## src/rtl/pipe_ctrl_pkg.sv

```systemverilog
// -----------------------------------------------------------------------------
// pipe_ctrl_pkg
// Shared definitions for the pipeline stall controller: the controller state
// encoding, the register-address width and the mult/div counter width.
// No ports (package).
// -----------------------------------------------------------------------------
package pipe_ctrl_pkg;

    localparam int REG_ADDR_W = 5;
    localparam int MD_CNT_W   = 6;

    typedef enum logic [1:0] {
        ST_RUN      = 2'd0,
        ST_LU_STALL = 2'd1,
        ST_MEM_WAIT = 2'd2,
        ST_MD_WAIT  = 2'd3
    } state_e;

endpackage

```

## src/rtl/load_use_cmp.sv

```systemverilog
// -----------------------------------------------------------------------------
// load_use_cmp
// Combinational load-use hazard detector. Flags a hit when the instruction in
// EX is a load whose destination matches either source of the instruction in
// ID. Register 0 is hard-wired to zero and never creates a hazard.
// Ports:
//   mem_read  in  1           EX instruction is a load
//   ex_rt     in  REG_ADDR_W  EX destination register
//   id_rs     in  REG_ADDR_W  ID first source register
//   id_rt     in  REG_ADDR_W  ID second source register
//   hit       out 1           load-use hazard present
// -----------------------------------------------------------------------------
module load_use_cmp
    import pipe_ctrl_pkg::*;
(
    input  logic                  mem_read,
    input  logic [REG_ADDR_W-1:0] ex_rt,
    input  logic [REG_ADDR_W-1:0] id_rs,
    input  logic [REG_ADDR_W-1:0] id_rt,
    output logic                  hit
);

    logic rt_nonzero_s;
    logic addr_match_s;

    assign rt_nonzero_s = (ex_rt != {REG_ADDR_W{1'b0}});
    assign addr_match_s = (ex_rt == id_rs) || (ex_rt == id_rt);
    assign hit          = mem_read && rt_nonzero_s && addr_match_s;

endmodule

```

## src/rtl/pipe_stall_ctrl.sv

```systemverilog
// -----------------------------------------------------------------------------
// pipe_stall_ctrl
// Hazard and stall controller for a 5-stage pipeline. Resolves, in priority
// order, data-memory wait (full freeze), taken-branch flush, load-use stall
// and HI/LO wait on an in-flight multiply/divide. Control outputs are decoded
// combinationally from the current state and inputs.
//
// Optional feature: define PIPE_STALL_CNT_EN to add the stall_cycles counter
// port, which counts every cycle with pc_write low (wraps at 2^32).
//
// Parameters:
//   MD_LATENCY  mult/div occupancy in cycles, legal 2..63 (default 32)
// Ports:
//   clk, rst_n                 clock, asynchronous active-low reset
//   if_id_rs, if_id_rt   in 5  ID source registers
//   id_ex_rt             in 5  EX destination register
//   id_ex_mem_read       in 1  EX instruction is a load
//   id_uses_hilo         in 1  ID instruction reads HI/LO or issues mult/div
//   md_start             in 1  mult/div enters EX this cycle (pulse)
//   branch_taken         in 1  EX resolved a taken branch/jump
//   dmem_req, dmem_ready in 1  MEM-stage request / completion
//   pc_write, if_id_write out  PC and IF/ID write enables
//   id_ex_bubble         out   zero the ID/EX controls
//   if_id_flush          out   clear IF/ID to NOP
//   pipe_freeze          out   hold ID/EX, EX/MEM, MEM/WB
//   md_busy              out   mult/div countdown active
//   stall_cycles         out32 stall counter (PIPE_STALL_CNT_EN only)
// -----------------------------------------------------------------------------
module pipe_stall_ctrl
    import pipe_ctrl_pkg::*;
#(
    parameter int MD_LATENCY = 32
) (
    input  logic                  clk,
    input  logic                  rst_n,
    input  logic [REG_ADDR_W-1:0] if_id_rs,
    input  logic [REG_ADDR_W-1:0] if_id_rt,
    input  logic [REG_ADDR_W-1:0] id_ex_rt,
    input  logic                  id_ex_mem_read,
    input  logic                  id_uses_hilo,
    input  logic                  md_start,
    input  logic                  branch_taken,
    input  logic                  dmem_req,
    input  logic                  dmem_ready,
    output logic                  pc_write,
    output logic                  if_id_write,
    output logic                  id_ex_bubble,
    output logic                  if_id_flush,
    output logic                  pipe_freeze,
    output logic                  md_busy
`ifdef PIPE_STALL_CNT_EN
    ,
    output logic [31:0]           stall_cycles
`endif
);

    state_e                state_r;
    state_e                state_s;
    logic                  lu_hit_s;
    logic                  mem_wait_s;
    logic [MD_CNT_W-1:0]   md_cnt_r;
    logic                  md_busy_r;

    load_use_cmp u_load_use_cmp (
        .mem_read (id_ex_mem_read),
        .ex_rt    (id_ex_rt),
        .id_rs    (if_id_rs),
        .id_rt    (if_id_rt),
        .hit      (lu_hit_s)
    );

    assign mem_wait_s = dmem_req && !dmem_ready;
    assign md_busy    = md_busy_r;

    // Priority decode of control outputs and next state.
    always_comb begin
        pc_write     = 1'b1;
        if_id_write  = 1'b1;
        id_ex_bubble = 1'b0;
        if_id_flush  = 1'b0;
        pipe_freeze  = 1'b0;
        state_s      = state_r;
        if (!rst_n) begin
            // Outputs follow reset immediately, not only after the next edge.
            state_s = ST_RUN;
        end else if (mem_wait_s) begin
            pc_write    = 1'b0;
            if_id_write = 1'b0;
            pipe_freeze = 1'b1;
            // A pending load-use or HI/LO stall survives the freeze.
            case (state_r)
                ST_LU_STALL: state_s = ST_LU_STALL;
                ST_MD_WAIT:  state_s = ST_MD_WAIT;
                default:     state_s = ST_MEM_WAIT;
            endcase
        end else if (branch_taken) begin
            // The ID instruction is squashed, so any stall it caused is moot.
            if_id_flush  = 1'b1;
            id_ex_bubble = 1'b1;
            state_s      = ST_RUN;
        end else if (lu_hit_s && (state_r != ST_LU_STALL)) begin
            // LU_STALL marks the one cycle after a load-use stall, in which
            // the still-visible match must not stall a second time.
            pc_write     = 1'b0;
            if_id_write  = 1'b0;
            id_ex_bubble = 1'b1;
            state_s      = ST_LU_STALL;
        end else if (id_uses_hilo && md_busy_r) begin
            pc_write     = 1'b0;
            if_id_write  = 1'b0;
            id_ex_bubble = 1'b1;
            state_s      = ST_MD_WAIT;
        end else begin
            state_s = ST_RUN;
        end
    end

    // Controller state register.
    always_ff @(posedge clk or negedge rst_n) begin
        if (!rst_n) begin
            state_r <= ST_RUN;
        end else begin
            state_r <= state_s;
        end
    end

    // Mult/div occupancy countdown; frozen cycles do not advance it.
    always_ff @(posedge clk or negedge rst_n) begin
        if (!rst_n) begin
            md_cnt_r  <= {MD_CNT_W{1'b0}};
            md_busy_r <= 1'b0;
        end else if (md_start) begin
            md_cnt_r  <= MD_CNT_W'(MD_LATENCY - 1);
            md_busy_r <= 1'b1;
        end else if (md_busy_r && !pipe_freeze) begin
            if (md_cnt_r == {MD_CNT_W{1'b0}}) begin
                md_busy_r <= 1'b0;
            end else begin
                md_cnt_r <= md_cnt_r - {{(MD_CNT_W-1){1'b0}}, 1'b1};
            end
        end
    end

`ifdef PIPE_STALL_CNT_EN
    // Count every cycle in which the PC is held.
    always_ff @(posedge clk or negedge rst_n) begin
        if (!rst_n) begin
            stall_cycles <= 32'd0;
        end else if (!pc_write) begin
            stall_cycles <= stall_cycles + 32'd1;
        end
    end
`endif

endmodule

```

## config.mk

```make
export PLATFORM = sky130hd
export DESIGN_NAME = pipe_stall_ctrl
export DESIGN_NICKNAME = d
export VERILOG_FILES = /design/src/rtl/pipe_ctrl_pkg.sv /design/src/rtl/load_use_cmp.sv /design/src/rtl/pipe_stall_ctrl.sv
export SDC_FILE = /design/constraint.sdc
export NUM_CORES = 1
export LEC_CHECK = 0
export ABC_AREA = 1
export CAP_MARGIN = 15
export CORE_ASPECT_RATIO = 1.5
export CORE_UTILIZATION = 40
export DETAILED_ROUTE_END_ITERATION = 8
export GPL_TIMING_DRIVEN = 0
export PLACE_DENSITY = 0.82
export SYNTH_ARGS = -nofsm -noshare
export SYNTH_HDL_FRONTEND = slang
export SYNTH_HIERARCHICAL = 1
export SYNTH_SLANG_ARGS = --single-unit
```

## constraint.sdc

```tcl
create_clock -name clk -period 3.06 [get_ports clk]
set_input_delay 0.612 -clock clk [delete_from_list [all_inputs] [get_ports clk]]
set_output_delay 0.612 -clock clk [all_outputs]
set_load 0.01 [all_outputs]
```

==> report_table.html <==
<table>
<tr><th>Metric</th><th>Value</th></tr>
<tr><th colspan="2">Power and ir drop</th></tr>
<tr><td>Leakage power figure</td><td>0.627 nW</td></tr>
<tr><td>Cell Pwr Density</td><td>293 nW/um^2</td></tr>
<tr><td>VDD IR-drop max</td><td>0.136 mV</td></tr>
<tr><th colspan="2">Yosys</th></tr>
<tr><td>Most frequently used flop master after synthesis</td><td>sky130_fd_sc_hd__dfrtp_1</td></tr>
<tr><td>Number of cells produced by synthesis</td><td>126</td></tr>
<tr><td>Most numerous cell types in the synthesized netlist</td><td>sky130_fd_sc_hd__nand2_1 (42), sky130_fd_sc_hd__inv_1 (19), sky130_fd_sc_hd__nor2_1 (18)</td></tr>
<tr><td>Fraction of registers with async set or reset after synthesis</td><td>between 90% and 100%</td></tr>
<tr><td>Mean area per synthesized cell</td><td>approximately 6.4 um^2</td></tr>
<tr><td>Distinct cell type count of the synthesized netlist</td><td>22</td></tr>
<tr><td>Library cell with the largest summed area after synthesis</td><td>sky130_fd_sc_hd__dfrtp_1</td></tr>
<tr><td>Flip-flop and latch count after synthesis</td><td>9</td></tr>
<tr><td>Post-synth EDFFs</td><td>0</td></tr>
<tr><td>Share of the synthesized area in the top cell type</td><td>27.9%</td></tr>
<tr><td>Area contributors post-synth</td><td>sky130_fd_sc_hd__dfrtp_1 (28%), sky130_fd_sc_hd__nand2_1 (20%), sky130_fd_sc_hd__inv_1 (8.8%)</td></tr>
<tr><td>Netlist area before placement</td><td>slightly above 800 um^2</td></tr>
<tr><td>Share of synthesized area occupied by flip-flops and latches</td><td>27.9%</td></tr>
<tr><td>Most frequent cell after synthesis</td><td>sky130_fd_sc_hd__nand2_1</td></tr>
<tr><td>Synthesis warning total</td><td>6</td></tr>
<tr><td>Net Count, Synth</td><td>151</td></tr>
<tr><th colspan="2">Clocking</th></tr>
<tr><td>Clock sinks</td><td>9</td></tr>
<tr><td>Clock Tree Root</td><td>sky130_fd_sc_hd__clkbuf_4</td></tr>
<tr><td>Max H-tree Level</td><td>1</td></tr>
<tr><td>Maximum clock path buffer count</td><td>2</td></tr>
<tr><td>TritonCTS clock tree</td><td>yes</td></tr>
<tr><td>Clock latency on the worst-skew pair</td><td>approximately 0.26 ns</td></tr>
<tr><td>CTS Hold Bufs</td><td>0</td></tr>
<tr><td>Clock buffer count from CTS</td><td>3</td></tr>
<tr><td>Post-CTS clock slew at the launch and capture registers of the worst setup and hold paths</td><td>approximately 0.06 ns</td></tr>
<tr><th colspan="2">Route</th></tr>
<tr><td>Drt initial violations</td><td>13</td></tr>
<tr><td>TritonRoute pass-1 iters</td><td>4</td></tr>
<tr><td>Total via count in the routed design</td><td>847</td></tr>
<tr><td>Routed via count divided by cell count</td><td>4.76</td></tr>
<tr><td>Remaining design rule violation count</td><td>0</td></tr>
<tr><td>Routed wire per std cell</td><td>9.62 um</td></tr>
<tr><td>Antenna-violating nets left</td><td>0</td></tr>
<tr><td>Total routed wirelength</td><td>1710 um</td></tr>
<tr><th colspan="2">STA</th></tr>
<tr><td>Measured slew at the worst slew-check pin</td><td>0.513 ns</td></tr>
<tr><td>Final Max Tran Viols</td><td>0</td></tr>
<tr><td>Relative slew margins</td><td>65.7%</td></tr>
<tr><td>Final worst path period share</td><td>a little over nine tenths</td></tr>
<tr><td>Number of hold-slack violations in the final timing report</td><td>0</td></tr>
<tr><td>Layout Skew</td><td>0.00637 ns</td></tr>
<tr><td>Accumulated negative setup slack</td><td>0 ns</td></tr>
<tr><td>Shortest period the worst path allows</td><td>2.91 ns</td></tr>
<tr><td>Unrepaired setup endpoints after global routing</td><td>false</td></tr>
<tr><td>Max frequency</td><td>0.343 GHz</td></tr>
<tr><td>Final count of negative-setup-slack endpoints</td><td>0</td></tr>
<tr><th colspan="2">Global route</th></tr>
<tr><td>Antenna violations before repair</td><td>0</td></tr>
<tr><td>Met2 capacity usage during global routing</td><td>approximately 35%</td></tr>
<tr><td>Global-route wire length before repair</td><td>just under 3000 um</td></tr>
<tr><td>Maximum number of pins on one net before global-route repair</td><td>13</td></tr>
<tr><td>Global-route congestion overflow total</td><td>0</td></tr>
<tr><td>Vias in the first global route</td><td>814</td></tr>
<tr><td>Layer carrying the most global-route usage</td><td>met2</td></tr>
<tr><td>Met1 GRT Util</td><td>17.3%</td></tr>
<tr><td>GRT Overall Usage</td><td>roughly 18%</td></tr>
<tr><td>GRT met3 Usage</td><td>1.17%</td></tr>
<tr><th colspan="2">Setup path</th></tr>
<tr><td>Cells along the critical path</td><td>clkdlybuf4s50_1 -&gt; inv_1 -&gt; nand2_1 -&gt; nand2_1 -&gt; nor2_2 -&gt; nand3_1 -&gt; a21oi_2 -&gt; nand2_2 -&gt; nand2_2 -&gt; a31oi_2 -&gt; buf_4 -&gt; dlygate4sd2_1</td></tr>
<tr><td>Critical path launch point</td><td>if_id_rt[1]</td></tr>
<tr><td>Slowest-stage cell, CP</td><td>sky130_fd_sc_hd__clkdlybuf4s50_1</td></tr>
<tr><td>CP Class</td><td>in -&gt; out</td></tr>
<tr><td>Delay of the slowest critical-path stage</td><td>0.48 ns</td></tr>
<tr><td>R2r worst-path depth</td><td>7</td></tr>
<tr><td>Worst Setup Start Kind</td><td>primary input</td></tr>
<tr><td>Arrival time of data at the critical path endpoint</td><td>between 2 and 2.5 ns</td></tr>
<tr><td>Crit. End Element</td><td>output pin</td></tr>
<tr><td>Number of buffer and inverter instances along the worst setup path</td><td>4</td></tr>
<tr><td>Total stage count of the critical path</td><td>12</td></tr>
<tr><td>Delay-heaviest family, CP</td><td>buffers and inverters</td></tr>
<tr><td>Capturing instance or port of the critical path</td><td>pc_write</td></tr>
<tr><td>Worst Path Required</td><td>2.45 ns</td></tr>
<tr><td>Reg2reg start</td><td>md_cnt_r[0]$_DFFE_PN0P_</td></tr>
<tr><td>Setup slack, reg-to-reg</td><td>~1.7 ns</td></tr>
<tr><td>Biggest fanout along the worst timing path</td><td>3</td></tr>
<tr><td>Endpoint of the lowest-slack register-to-register path</td><td>md_cnt_r[4]$_DFFE_PN0P_</td></tr>
<tr><th colspan="2">Placed design</th></tr>
<tr><td>Buffers added on ports</td><td>27</td></tr>
<tr><td>Number of cells in the design after placement</td><td>174</td></tr>
<tr><td>RD Place Congestion</td><td>0.725</td></tr>
<tr><td>DPL Wire Length</td><td>1450 um</td></tr>
<tr><th colspan="2">Cells and area</th></tr>
<tr><td>Layout overhead on the synthesized area</td><td>42.8%</td></tr>
<tr><td>Number of diodes</td><td>0</td></tr>
<tr><td>Filler-free cell count of the finished design</td><td>between 150 and 200</td></tr>
<tr><td>Layout cells sized above 1</td><td>15.9%</td></tr>
<tr><td>Final #Nets</td><td>183</td></tr>
<tr><th colspan="2">Worst hold path</th></tr>
<tr><td>Path category of the worst min-delay check</td><td>reg -&gt; reg</td></tr>
<tr><th colspan="2">Job</th></tr>
<tr><td>Max-cap violation count</td><td>0</td></tr>
<tr><th colspan="2">Outcome</th></tr>
<tr><td>Status</td><td>completed</td></tr>
<tr><th colspan="2">Floorplanning</th></tr>
<tr><td>Effective utilization at floorplan</td><td>43.5%</td></tr>
<tr><td>Die width</td><td>38.7 um</td></tr>
<tr><td>Chip Height</td><td>57.0 um</td></tr>
<tr><td>Floorplan row count</td><td>19</td></tr>
<tr><td>Area inside the core boundary</td><td>1850 um^2</td></tr>
<tr><td>I/O pin count</td><td>29</td></tr>
<tr><td>Die area</td><td>2200 um^2</td></tr>
</table>
-- worst reg2reg max path, delay by kind of cell (launching register included) --
family | cells | cell delay [ns]
flops | 1 | 0.39
buf+inv | 2 | 0.32
simple gates | 3 | 0.31
fa+ha+maj | 1 | 0.20
compound gates | 1 | 0.05
-- flip-flops by register name (all words and copies together), names as in the netlist --
register,cells
md_cnt_r,6
state_r,2
md_busy,1
-- cells by family (layout without fill, tap and decap cells) --
family                   after synthesis  count (layout)  synth area share [%]
AND/OR/NAND/NOR                       74              74                  39.2
buffers and inverters                 26              57                  15.5
AO/OA/AOI/OAI                         11              11                  9.92
flip-flops                             9               9                  27.9
XOR/XNOR                               4               4                  4.34
adder cells (fa/ha/maj)                2               2                  3.10
-- metal layers --
metal  wire [um]  part of all wire, %
met1         633                   37
met2         988                   58
met4          40                  2.3
met5           0                    0
met3          51                  3.0
-- power breakdown --
group	switching (mW)	internal, mW	total (mW)
registers	0.00794	0.128	0.136
clock network	0.0406	0.0502	0.0908
logic	0.0537	0.0567	0.110
total	0.102	0.235	0.337
-- final cells by class --
type	count	area, um^2
Buffer	3	38.8
Clock buffer	4	26.3
Fill cell	181	702
Inverter	23	86.3
Multi-Input combinational cell	91	470
Sequential cell	9	225
Tap cell	21	26.3
Timing Repair Buffer	27	279
-- what timing repair did --
item | 4_1_cts | 5_1_grt
gates resized for setup | 4 | 8
pin swaps | 0 | 1
setup buffers | 0 | 0
setup endpoints to repair | 3 | 1
-- through the flow --
step	setup slack (ns)	util [%]	hold slack, ns	cell area, um^2	total power [mW]
after floorplan	0.854	-	0.316	807	0.198
after global placement	-0.118	59.5	0.471	1100	0.246
after detailed placement	-0.173	59.5	0.489	1100	0.250
after CTS	0.0171	61.1	0.504	1130	0.341
after global routing	0.0125	62.1	0.513	1150	0.362
final	0.145	62.1	0.505	1150	0.337
-- worst min-delay path by stage --
stage | start | end | cells past startpoint
after floorplan | rst_n | md_busy$_DFFE_PN0P_ | 0
after global placement | md_cnt_r[0]$_DFFE_PN0P_ | md_cnt_r[0]$_DFFE_PN0P_ | 2
after detailed placement | md_cnt_r[0]$_DFFE_PN0P_ | md_cnt_r[0]$_DFFE_PN0P_ | 2
after CTS | md_cnt_r[0]$_DFFE_PN0P_ | md_cnt_r[0]$_DFFE_PN0P_ | 2
after global routing | md_cnt_r[0]$_DFFE_PN0P_ | md_cnt_r[0]$_DFFE_PN0P_ | 2
final | md_cnt_r[0]$_DFFE_PN0P_ | md_cnt_r[0]$_DFFE_PN0P_ | 2
-- placed cells by master, fill, tap and decap left out --
master / count
sky130_fd_sc_hd__clkbuf_4: 3
sky130_fd_sc_hd__dlygate4sd2_1: 3
sky130_fd_sc_hd__nor2_4: 1
sky130_fd_sc_hd__a21oi_2: 1
sky130_fd_sc_hd__a31oi_1: 1
sky130_fd_sc_hd__o21ai_0: 2
sky130_fd_sc_hd__o21ai_1: 1
sky130_fd_sc_hd__buf_4: 1
sky130_fd_sc_hd__a31oi_2: 1
sky130_fd_sc_hd__buf_6: 1
sky130_fd_sc_hd__nor2_2: 2
sky130_fd_sc_hd__nand3_1: 6
sky130_fd_sc_hd__xor2_1: 2
sky130_fd_sc_hd__o21ai_2: 5
sky130_fd_sc_hd__inv_1: 19
sky130_fd_sc_hd__nand4_2: 1
sky130_fd_sc_hd__dlymetal6s2s_1: 5
sky130_fd_sc_hd__nand2_1: 40
sky130_fd_sc_hd__inv_2: 4
sky130_fd_sc_hd__xnor2_1: 2
sky130_fd_sc_hd__buf_12: 1
sky130_fd_sc_hd__nand2_2: 4
sky130_fd_sc_hd__ha_1: 2
sky130_fd_sc_hd__dfrtp_1: 9
sky130_fd_sc_hd__nand4_1: 3
sky130_fd_sc_hd__nor2_1: 17
sky130_fd_sc_hd__clkdlybuf4s50_1: 19
sky130_fd_sc_hd__clkbuf_1: 1
Note: power is estimated with default switching activity, not from simulation.
==> patch 1 (same flow settings) <==
`MD_CNT_W`: 6 -> 8.
--- a/src/rtl/pipe_ctrl_pkg.sv
+++ b/src/rtl/pipe_ctrl_pkg.sv
@@ -9,3 +9,3 @@
     localparam int REG_ADDR_W = 5;
-    localparam int MD_CNT_W   = 6;
+    localparam int MD_CNT_W   = 8;
 
Function: same outputs for any inputs over 10 cycles, from zero or initial values and one cycle with rst_n low; that may be too few to reach the edited logic, so the function may still have changed.
==> patch 1 against the original RTL <==
- total power up 11%
- fmax increased by 2.1%
- synthesized cell count grew 14%
- critical path depth is 1 lower
- worst setup slack improved by 60 ps
- count of clock-buffer cells in the layout stayed put
- sequential cell count rose by 2
- area after synthesis grew 19%
- final area increased by 12%
- routed wire length grew 23%
- core utilization decreased by 5.0 points
- critical path type unchanged
- largest cell class unchanged
- largest power group unchanged
- highest routed layer unchanged
==> patch 1: results (changes against the original RTL) <==
[status]
outcome=complete, no violations

[setup_path]
r2r_slack_ps=1640  ; -80 ps
arrival_ps=2240  ; -60 ps
cp_slowest_cell=clkdlybuf4s50_1
crit_family=buffers and inverters

[clocking]
ctsHoldBuffers=0  ; unchanged
cts_setup_buffers=0  ; unchanged
worstSkewPairLatency_ps=280  ; +20 ps
clockBufferDepth=2  ; unchanged
cts.clk_slew.worst_paths_ps=70
htree_levels=1  ; unchanged
cts_root_buf=clkbuf_4

[global_route]
grt_pass1_wl_um=3600  ; +25%
grt.total_usage_pct=18.1  ; about the same
antenna_found_initial=0  ; unchanged
grt_pass1_vias=919  ; +13%
grt_max_degree=15  ; +2

[power_and_ir_drop]
ir_drop_v=0.000171  ; +26%
leakage_nw=0.664  ; +5.9%
intPower_w=0.000259  ; +10%

[logic_synthesis]
syn_nets=168  ; +11%
syn_avg_cell_area_um2=6.65  ; +3.8%
synth_ff_type=dfrtp_1
synth_area_leaders=dfrtp_1 29%, nand2_1 16%, inv_1 9.0%, nor2_1 6.7%, o21ai_2 5.5%
synth_common_cells=40 x nand2_1, 23 x inv_1, 17 x nor2_1
synth_cell_types=27  ; +23%
ys_warn_count=6  ; unchanged
synth-seq-area-share_pct=28.8  ; +0.85 points

[sta]
skew_ps=3.12  ; -3.25 ps
worst_pin_slew_ps=625  ; +113 ps
period_needed_ps=2850  ; -60.0 ps
setup_viol=0  ; unchanged
timing.hold.ws_ps=331  ; -174 ps

[final_layout]
largest_reg_flops=8  ; +2
regMostFlops=md_cnt_r
n_antenna_cell=0  ; unchanged
nFillCells=217  ; +20%
drive_gt1_share_pct=17.8  ; +1.9 points

[place]
gp_congestion=0.773  ; +6.6%
place_ws_ps=-244  ; -71.0 ps
placed_cells=194  ; +11%
hpwl_um=1770  ; +22%
portBuffers=27  ; unchanged

[detailed_routing]
wirelength_um=2100  ; +23%
drt_pass1_iterations=4  ; unchanged
via_per_inst=4.86  ; +2.2%
initialDrtViolationCount=18  ; +5
wire_per_inst_um=10.7  ; +11%

[job]
max_cap_viol_count=0  ; unchanged

[worst_hold_path]
hold_path_class=primary input to asynchronous set/reset pin

==> patch 1: logic make-up after synthesis <==
family,after synthesis,synth area share [%]
compound gates,19,13.5
xor+xnor,4,3.66
fa+ha+maj,1,1.31
buf+inv,32,15.0
flops,11,28.8
simple gates,77,37.8
==> patch 1: worst register-to-register path, cell delays in order, from the launching register on <==
cell and delay [ps]:
dfrtp_1 410, inv_2 80, ha_1 170, nand2_2 110, nor2_4 150, nand2_4 80
nand2_8 100, buf_12 130, o21bai_1 80
==> patch 1: per-layer routing <==
metal,global-route usage (%),vias to the layer above,wire length [µm]
met4,6.91,0,26
met5,0,-,0
met3,3.47,2,95
met1,17.6,425,758
met2,37.5,32,1220
li1,-,499,-
==> patch 1: layout make-up <==
| class | count | area (µm²) | area share [%] |
|---|---|---|---|
| Timing Repair Buffer | 27 | 274 | 21.2 |
| Buffer | 2 | 27.5 | 2.13 |
| Clock buffer | 4 | 26.3 | 2.03 |
| Sequential cell | 11 | 275 | 21.3 |
| Tap cell | 23 | 28.8 | 2.23 |
| Multi-Input combinational cell | 101 | 551 | 42.6 |
| Inverter | 29 | 109 | 8.43 |
==> patch 1: what timing repair did <==
action | 4_1_cts | 5_1_grt
pin swaps | 0 | 1
endpoints found under the setup margin | 3 | 3
resized for setup | 5 | 8
gates cloned | 0 | 0
==> patch 1: power by group through the flow <==
stage	logic (W)	clock network (W)	registers [W]
detailed placement	0.000113	0	0.000164
CTS	0.000111	0.000106	0.000161
floorplan	0.0000617	0	0.000162
finish	0.000110	0.000103	0.000161
global placement	0.000109	0	0.000164
global route	0.000124	0.000112	0.000162
==> patch 1: final timing paths <==
kind                        startpoint          end  cells past startpoint
max                        if_id_rt[1]     pc_write                     11
min                              rst_n  md_cnt_r[2]                      1
max reg2reg                md_cnt_r[0]  md_cnt_r[7]                      8
min reg2reg                md_cnt_r[2]  md_cnt_r[2]                      2
max in group asynchronous        rst_n  md_cnt_r[7]                      1
min in group clk           md_cnt_r[2]  md_cnt_r[2]                      2
==> patch 1: per-stage QoR <==
step                cell area [µm²]  util (%)
CTS                            1280      56.5
global route                   1290      57.1
detailed placement             1260      55.6
floorplan                       957         -
global placement               1260      55.6
finish                         1290      57.1
==> patch 2 (same flow settings) <==
Made on the original files. Encoding of `state_e`: now one-hot (4 bits for 4 states).
--- a/src/rtl/pipe_ctrl_pkg.sv
+++ b/src/rtl/pipe_ctrl_pkg.sv
@@ -11,7 +11,7 @@
 
-    typedef enum logic [1:0] {
-        ST_RUN      = 2'd0,
-        ST_LU_STALL = 2'd1,
-        ST_MEM_WAIT = 2'd2,
-        ST_MD_WAIT  = 2'd3
+    typedef enum logic [3:0] {
+        ST_RUN      = 4'b0001,
+        ST_LU_STALL = 4'b0010,
+        ST_MEM_WAIT = 4'b0100,
+        ST_MD_WAIT  = 4'b1000
     } state_e;
Behaviour: same outputs for any inputs over 10 cycles, from zero or initial values and one cycle with rst_n low; not proved beyond that.
==> patch 2 against the original RTL <==
- final cell count increased by 2.8%
- worst setup slack improved by 49 ps
- area after synthesis increased by 6.2%
- final area increased by 2.8%
- routed wire length increased by 9.8%
- sequential cell count increased by 2
- total power increased by 9.7%
- via count increased by 6.5%
- count of clock-buffer cells in the layout unchanged
==> patch 2: results (changes against the original RTL) <==
[place]
gp_congestion=0.807  ; +11%
place_ws_ps=-176  ; -3.41 ps
hpwl_um=1580  ; +8.7%
portBuffers=28  ; +3.7%

[final_layout]
seq_share_pct=23.3  ; +3.8 points
nFillCells=201  ; +11%
drive_gt1_share_pct=13.0  ; -2.9 points
multi_input_area_share_pct=40.3  ; -0.49 points
nNonClkBuffers=29  ; -3.3%
clock_area_share_pct=2.22  ; -0.063 points
comb.multi_input.count=94  ; +3.3%
bufAreaShareNonClock_pct=24.5  ; -3.1 points
final_nets=187  ; +2.2%

[logic_synthesis]
synth-seq-area-share_pct=32.3  ; +4.4 points
syn_nets=155  ; +2.6%
ys_warn_count=6  ; unchanged
syn_avg_cell_area_um2=6.59  ; +2.9%
synth_cell_types=25  ; +14%
synth_common_cells=42 x nand2_1, 19 x inv_1, 16 x nor2_1
synth_area_leaders=dfrtp_1 29%, nand2_1 18%, inv_1 8.3%, nor2_1 7.0%, nand3_1 4.7%

[detailed_routing]
vias=902  ; +6.5%
wire_per_inst_um=10.3  ; +6.8%
wirelength_um=1880  ; +9.8%
initialDrtViolationCount=14  ; +1

[global_route]
grt_max_degree=15  ; +2
grt_pass1_vias=844  ; +3.7%
grt.total_usage_pct=18.3  ; +0.19 points
grt_pass1_wl_um=2980  ; +3.1%

[power_and_ir_drop]
p_comb_share_pct=28.7  ; -4.0 points
sw_frac_of_total_pct=29.7  ; -0.61 points
pwr-share-seq_pct=44.3  ; +3.9 points
ir_drop_v=0.000147  ; +7.5%
p_sw_w=0.000110  ; +7.5%

[setup_path]
r2r_end=md_cnt_r[5]
critPathLaunch=id_ex_rt[1]
critical-path-max-stage-delay_ps=500  ; +20 ps
arrival_ps=2250  ; -50 ps
r2r_slack_ps=1700  ; -20 ps
crit_path_end=if_id_write

[worst_hold_path]
hold_path_class=primary input to asynchronous set/reset pin

[status]
outcome=complete, no violations

[sta]
timing.hold.ws_ps=407  ; -97.6 ps
timing.fmax_mhz=349  ; +1.7%
slew_headroom_pct=61.2  ; -4.5 points
skew_ps=2.04  ; -4.32 ps

[clocking]
cts.sinks=11  ; +2
worstSkewPairLatency_ps=280  ; +20 ps

[patch 2: layer usage]
| metal | up-vias | routed length (µm) | GRT usage (%) |
|---|---|---|---|
| met5 | - | 0 | 0 |
| met4 | 0 | 55 | 12.3 |
| met3 | 6 | 60 | 1.13 |
| met2 | 24 | 1070 | 35.1 |
| met1 | 406 | 692 | 16.4 |
| li1 | 466 | - | - |
[patch 2: repair_timing]
action / CTS / global route
setup endpoints to repair: 4 / 2
pin swaps: 0 / 2
gates resized for setup: 4 / 3
setup buffers: 0 / 0
[patch 2: kinds of logic after synthesis]
group,after synthesis,share of synthesized area (%)
simple gates,76,38.2
buf+inv,25,12.3
compound gates,12,10.2
flops,11,32.3
xor+xnor,4,4.09
fa+ha+maj,2,2.92
[patch 2: per-stage QoR]
step / area [µm²] / util [%]
floorplan: 857 / -
global placement: 1160 / 57.5
detailed placement: 1160 / 57.5
CTS: 1190 / 58.5
global route: 1180 / 58.5
finish: 1180 / 58.5
